**config.mk**
```make
export PLATFORM = sky130hd
export DESIGN_NAME = ibex_efpga_ctrl
export DESIGN_NICKNAME = d
export VERILOG_FILES = /design/src/rtl/ibex_defines.sv /design/src/rtl/ibex_efpga_timer.sv /design/src/rtl/ibex_efpga_ctrl.sv
export SDC_FILE = /design/constraint.sdc
export NUM_CORES = 1
export LEC_CHECK = 0
export BUFFER_PORTS_ARGS = -buffer_cell sky130_fd_sc_hd__buf_4
export CAP_MARGIN = 15
export CORE_MARGIN = 10
export CORE_UTILIZATION = 50
export CTS_CLUSTER_DIAMETER = 40
export DETAILED_ROUTE_END_ITERATION = 10
export PLACE_DENSITY = 0.95
export SYNTH_ARGS = -nofsm -noshare
export SYNTH_HDL_FRONTEND = slang
export SYNTH_HIERARCHICAL = 1
export SYNTH_SLANG_ARGS = --single-unit
```
**constraint.sdc**
```tcl
create_clock -name clk -period 5.7 [get_ports clk]
set_input_delay 1.14 -clock clk [delete_from_list [all_inputs] [get_ports clk]]
set_output_delay 1.14 -clock clk [all_outputs]
set_load 0.1 [all_outputs]
```
**src/rtl/ibex_defines.sv**
```systemverilog
// Shared types for the eFPGA accelerator controller in the EX stage.
package ibex_defines;

    // Completion style of a fabric operation
    typedef enum logic {
        EFPGA_FIXED     = 1'b0,
        EFPGA_HANDSHAKE = 1'b1
    } efpga_mode_e;

    // Controller sequencing states
    typedef enum logic [1:0] {
        EFPGA_IDLE = 2'd0,
        EFPGA_BUSY = 2'd1,
        EFPGA_DONE = 2'd2
    } efpga_state_e;

    // Counter width wide enough for both the fixed delay and the timeout
    function automatic int efpga_cnt_w(input int delay_w, input int timeout_cyc);
        int to_w;
        to_w = $clog2(timeout_cyc + 1);
        return (delay_w > to_w) ? delay_w : to_w;
    endfunction

endpackage

```
**src/rtl/ibex_efpga_timer.sv**
```systemverilog
// Shared saturating counter: counts the fixed delay down, or the handshake
// timeout up. Load/clear have priority over counting.
module ibex_efpga_timer #(
    parameter int W     = 8,
    parameter int LIMIT = 255
) (
    input  logic         clk,
    input  logic         rst_n,
    input  logic         clear,
    input  logic         load,
    input  logic [W-1:0] load_val,
    input  logic         down,
    input  logic         up,
    output logic         zero,
    output logic         expire
);

    localparam logic [W-1:0] MAX = W'(LIMIT);

    logic [W-1:0] count;

    // Counter update: clear > load > saturating down > saturating up
    always_ff @(posedge clk or negedge rst_n) begin
        if (!rst_n) begin
            count <= '0;
        end else if (clear) begin
            count <= '0;
        end else if (load) begin
            count <= load_val;
        end else if (down && count != '0) begin
            count <= count - W'(1);
        end else if (up && count != MAX) begin
            count <= count + W'(1);
        end
    end

    assign zero   = (count == '0);
    // High when the increment taking place this cycle reaches the limit
    assign expire = (count >= MAX - W'(1));

endmodule

```
**src/rtl/ibex_efpga_ctrl.sv**
```systemverilog
// eFPGA accelerator controller: launches one fabric operation per EX
// instruction, waits a fixed delay or a valid handshake (with timeout), then
// presents the selected channel result for exactly one cycle.
module ibex_efpga_ctrl
    import ibex_defines::*;
#(
    parameter int NUM_CH      = 4,
    parameter int DATA_W      = 32,
    parameter int DELAY_W     = 4,
    parameter int TIMEOUT_CYC = 255
) (
    input  logic                       clk,
    input  logic                       rst_n,
    input  logic                       en_i,
    input  logic                       kill_i,
    input  logic [$clog2(NUM_CH)-1:0]  operator_i,
    input  logic                       mode_i,
    input  logic [DELAY_W-1:0]         delay_i,
    input  logic [NUM_CH*DATA_W-1:0]   fabric_res_i,
    input  logic                       fabric_valid_i,
    output logic                       fabric_start_o,
    output logic                       ready_o,
    output logic [DATA_W-1:0]          result_o,
    output logic                       err_o
);

    localparam int OP_W  = $clog2(NUM_CH);
    localparam int CNT_W = efpga_cnt_w(DELAY_W, TIMEOUT_CYC);

    efpga_state_e     state;
    efpga_mode_e      mode_q;
    logic [OP_W-1:0]  op_q;

    logic             launch, busy, hs;
    logic             tmr_zero, tmr_expire, tmr_down, tmr_up;
    logic [CNT_W-1:0] tmr_load_val;
    logic             op_ok, cap, cap_err;
    logic [DATA_W-1:0] sel_res, cap_res;

    // Start pulse is gated by reset so the fabric never sees a launch during reset
    assign launch         = rst_n & (state == EFPGA_IDLE) & en_i & ~kill_i;
    assign fabric_start_o = launch;
    assign busy           = (state == EFPGA_BUSY);
    assign hs             = (mode_q == EFPGA_HANDSHAKE);

    // Fixed mode counts the delay down; handshake mode counts elapsed cycles up from 0
    assign tmr_load_val = mode_i ? '0 : CNT_W'(delay_i);
    assign tmr_down     = busy & ~hs & ~kill_i;
    assign tmr_up       = busy & hs & ~fabric_valid_i & ~kill_i;

    ibex_efpga_timer #(
        .W     (CNT_W),
        .LIMIT (TIMEOUT_CYC)
    ) u_timer (
        .clk      (clk),
        .rst_n    (rst_n),
        .clear    (kill_i),
        .load     (launch),
        .load_val (tmr_load_val),
        .down     (tmr_down),
        .up       (tmr_up),
        .zero     (tmr_zero),
        .expire   (tmr_expire)
    );

    // Channel mux; out-of-range selects (non power-of-2 NUM_CH) yield 0
    always_comb begin
        sel_res = '0;
        for (int k = 0; k < NUM_CH; k++) begin
            if (op_q == OP_W'(k)) sel_res = fabric_res_i[k*DATA_W +: DATA_W];
        end
    end

    assign op_ok   = (int'(op_q) < NUM_CH);
    // Valid beats expiry in the same cycle
    assign cap     = hs ? (fabric_valid_i | tmr_expire) : tmr_zero;
    assign cap_err = (hs & ~fabric_valid_i) | ~op_ok;
    assign cap_res = cap_err ? '0 : sel_res;

    // Sequencing FSM with registered ready/result/error; kill overrides everything
    always_ff @(posedge clk or negedge rst_n) begin
        if (!rst_n) begin
            state    <= EFPGA_IDLE;
            mode_q   <= EFPGA_FIXED;
            op_q     <= '0;
            ready_o  <= 1'b0;
            result_o <= '0;
            err_o    <= 1'b0;
        end else begin
            ready_o <= 1'b0;
            if (kill_i) begin
                state <= EFPGA_IDLE;
            end else begin
                unique case (state)
                    EFPGA_IDLE: begin
                        if (en_i) begin
                            op_q   <= operator_i;
                            mode_q <= efpga_mode_e'(mode_i);
                            state  <= EFPGA_BUSY;
                        end
                    end
                    EFPGA_BUSY: begin
                        if (cap) begin
                            state    <= EFPGA_DONE;
                            ready_o  <= 1'b1;
                            result_o <= cap_res;
                            err_o    <= cap_err;
                        end
                    end
                    EFPGA_DONE: state <= EFPGA_IDLE;
                    default:    state <= EFPGA_IDLE;
                endcase
            end
        end
    end

endmodule

```
==> impl_metrics.yaml <==
floorplan:
  initial_utilization_pct: 50.8
  rows: 30
  die_y_um: 103
  ios: 175
  core_um2: 6720
  die_w_um: 103
  dieArea_um2: 10500
global_route:
  gr-total-overflow: 0
  grt_util_all_layers_pct: 20.5
  grt_pass1_vias: 3527
  antenna_found_initial: 0
  grt_pass1_wl_mm: 17.4
  grt_max_degree: 49
layout:
  layout_common_cells: "buf_4 (177), dfrtp_1 (46), mux2_2 (39)"
  area_growth_pct: 40.9
  multi_input_area_um2: 2060
  seqCellArea_um2: 1180
  fillCellCount: 499
  final_common_cell: "buf_4"
  stdcell_count: 565
  diodes: 0
  drive_gt1_share_pct: 51.3
  nNetsFinal: 631
  fin_area_um2: 4810
worst_setup_path:
  worstPathRequired_ns: 4.56
  crit_cells: 4
  crit_slowest_cell: "and2_1"
  critPathMaxStageDelay_ns: 0.68
  crit_path_end: "fabric_start_o"
  worstSetupEndpointType: "primary output"
  cp_cell_sequence: "buf_4, nor4b_2, and2_1, buf_4"
  worstPathArrival_ns: 2.84
  reg2reg_depth: 9
  crit_fanout: 23
  r2r_slack_ns: 2.68
  reg2reg_from: "u_timer/count[1]"
  r2r_end: "u_timer/count[6]"
  cp_num_buf_inv: 2
  critPathLaunchType: "input pin"
  crit_family: "simple AND/OR/NAND/NOR gates"
  critPathLaunch: "kill_i"
  crit_top_cell: "buf_4"
  critPathKind: "input pin to primary output"
clock_network:
  cts_tree: "built"
  clockBufferDepth: 2
  cts_resized: 0
  holdBufCountCts: 0
  cts_root_buf: "clkbuf_8"
  htreeDepth: 2
  insertion_delay_ns: 0.30
  clkTransAtPathRegs_ns: 0.09
  cts_inserted_buffers: 5
  post_cts_buffers: 0
  cts.sinks: 47
timing:
  setup_viol: 0
  worst_pin_slew_ns: 0.765
  rsz0062_at_grt: "false"
  clock_skew_ns: 0.00866
  drv_slew: 0
  fmax_ghz: 0.251
  relSlewSlack_pct: 48.8
  fin_setup_tns_ns: 0
  finalCriticalPeriod_ns: 3.98
  hold_violations: 0
  finalCritPeriodShare_pct: 69.8
synth:
  ys_async_sr_fraction_pct: 100
  synth-edff-count: 0
  syn_area_per_cell_um2: 10.5
  synth_cell_types: 55
  ys_ff_latch: 47
  synth_warnings: 6
  synthCells: 324
  synth_seq_area_share_pct: 34.5
  synth_area_um2: 3410
  synth_ff_type: "dfrtp_1"
detailed_routing:
  wirelength_mm: 11.1
  first_pass_iters: 4
  drt-met1-wl_mm: 3.96
  wl_met2_mm: 5.84
  topRoutingLayerUsed: "met4"
  dr_wl_met3_mm: 1.08
  drcViolationCount: 0
  vias_per_cell: 5.92
  antenna_left: 0
  wl_per_cell_um: 19.6
  drt_iter0_drc: 169
  vias: 3344
job:
  drv_cap: 0
power:
  power_leakage_uw: 0.00221
  vdd_drop_max_uv: 331
  powerDensity_nw_per_um2: 550
  finalPower_uw: 2640
place:
  place.gp.congestion: 0.838
  port_buffers: 174
  place_area_um2: 4690
  placed_cells: 556
  dpl.hpwl_mm: 8.81
outcome:
  status: "complete, no violations"
min_path:
  hold_class: "register to register"
[flip-flops by register name, indices dropped and copies added, names as in the netlist]
| name | cells |
|---|---|
| err_o | 1 |
| op_q | 2 |
| hs | 1 |
| result_o | 32 |
| ready_o | 1 |
| u_timer/count | 8 |
| state | 2 |
[metal layers]
layer | track usage [%] | vias up
met1 | 22.6 | 1603
met5 | 0 | -
li1 | - | 1575
met2 | 36.9 | 151
met4 | 5.31 | 0
met3 | 6.84 | 15
[report_power, final]
group          leakage, uW  switching [uW]  total [uW]  internal, uW
logic              0.00159            1260        1830           565
clock network    0.0000489             118         207          88.8
registers         0.000579             136         608           472
[synth_stat cells, types with 2 or more instances]
library cell   n  area [um2]
inv_1          6        22.5
buf_2         11        55.1
nor2b_1        8        50.1
nor2_1        13        48.8
nor3_1         2        10.0
nor3b_1        2        15.0
mux2i_1        2        20.0
nand2b_1       3        18.8
o21ai_0        8        40.0
ha_1           6        75.1
a21oi_1        6        30.0
mux2_2        39         439
buf_4          4        30.0
buf_6          4        45.0
a221oi_1       2        17.5
a22o_1        17         149
a31oi_1       36         225
mux4_2        14         315
o31ai_1        4        30.0
nand2_1        8        30.0
or4_1          3        22.5
clkbuf_1       8        30.0
nor4b_1        2        17.5
dfrtp_1       47        1180
nand3b_1      18         135
a21o_1         2        15.0
a211oi_1       2        15.0
nand3_1       20         100
[how the worst min path moves through the flow]
stage	startpoint	end	slack, ns	cells after the start
floorplan	u_timer/count[2]	u_timer/count[2]	0.50	2
detailed placement	result_o[8]	result_o[8]	0.49	1
finish	result_o[12]	result_o[12]	0.52	1
global placement	result_o[12]	result_o[12]	0.49	1
CTS	result_o[16]	result_o[16]	0.52	1
global route	result_o[8]	result_o[8]	0.53	1
[kinds of logic (layout without fill, tap and decap cells)]
group                      count (synthesis)  count (layout)  synth area share (%)
and+or+nand+nor                           91              91                  16.5
AOI/OAI and AO/OA                         86              86                  17.4
muxes                                     55              55                  22.7
DFF                                       47              47                  34.5
buffers and inverters                     35             193                  5.57
adders and majority gates                  7               7                  2.79
xor gates and xnor gates                   2               2                 0.513
other                                      1               4                 0.110
[through the flow]
step,hold WS [ns],utilization (%),setup slack (ns)
global route,0.530,71.6,1.52
detailed placement,0.494,69.8,1.71
floorplan,0.500,-,2.17
finish,0.516,71.6,1.72
global placement,0.491,69.8,1.77
CTS,0.518,71.2,1.71
[final cells by class]
class	instances	area share (%)
multi-input combinational	245	42.8
timing repair buffer	178	28.2
sequential	47	24.5
tap	80	2.08
clock buffer	5	1.43
inverter	7	0.546
clock inverter	3	0.468
No activity file was read; power rests on OpenSTA's default activity.
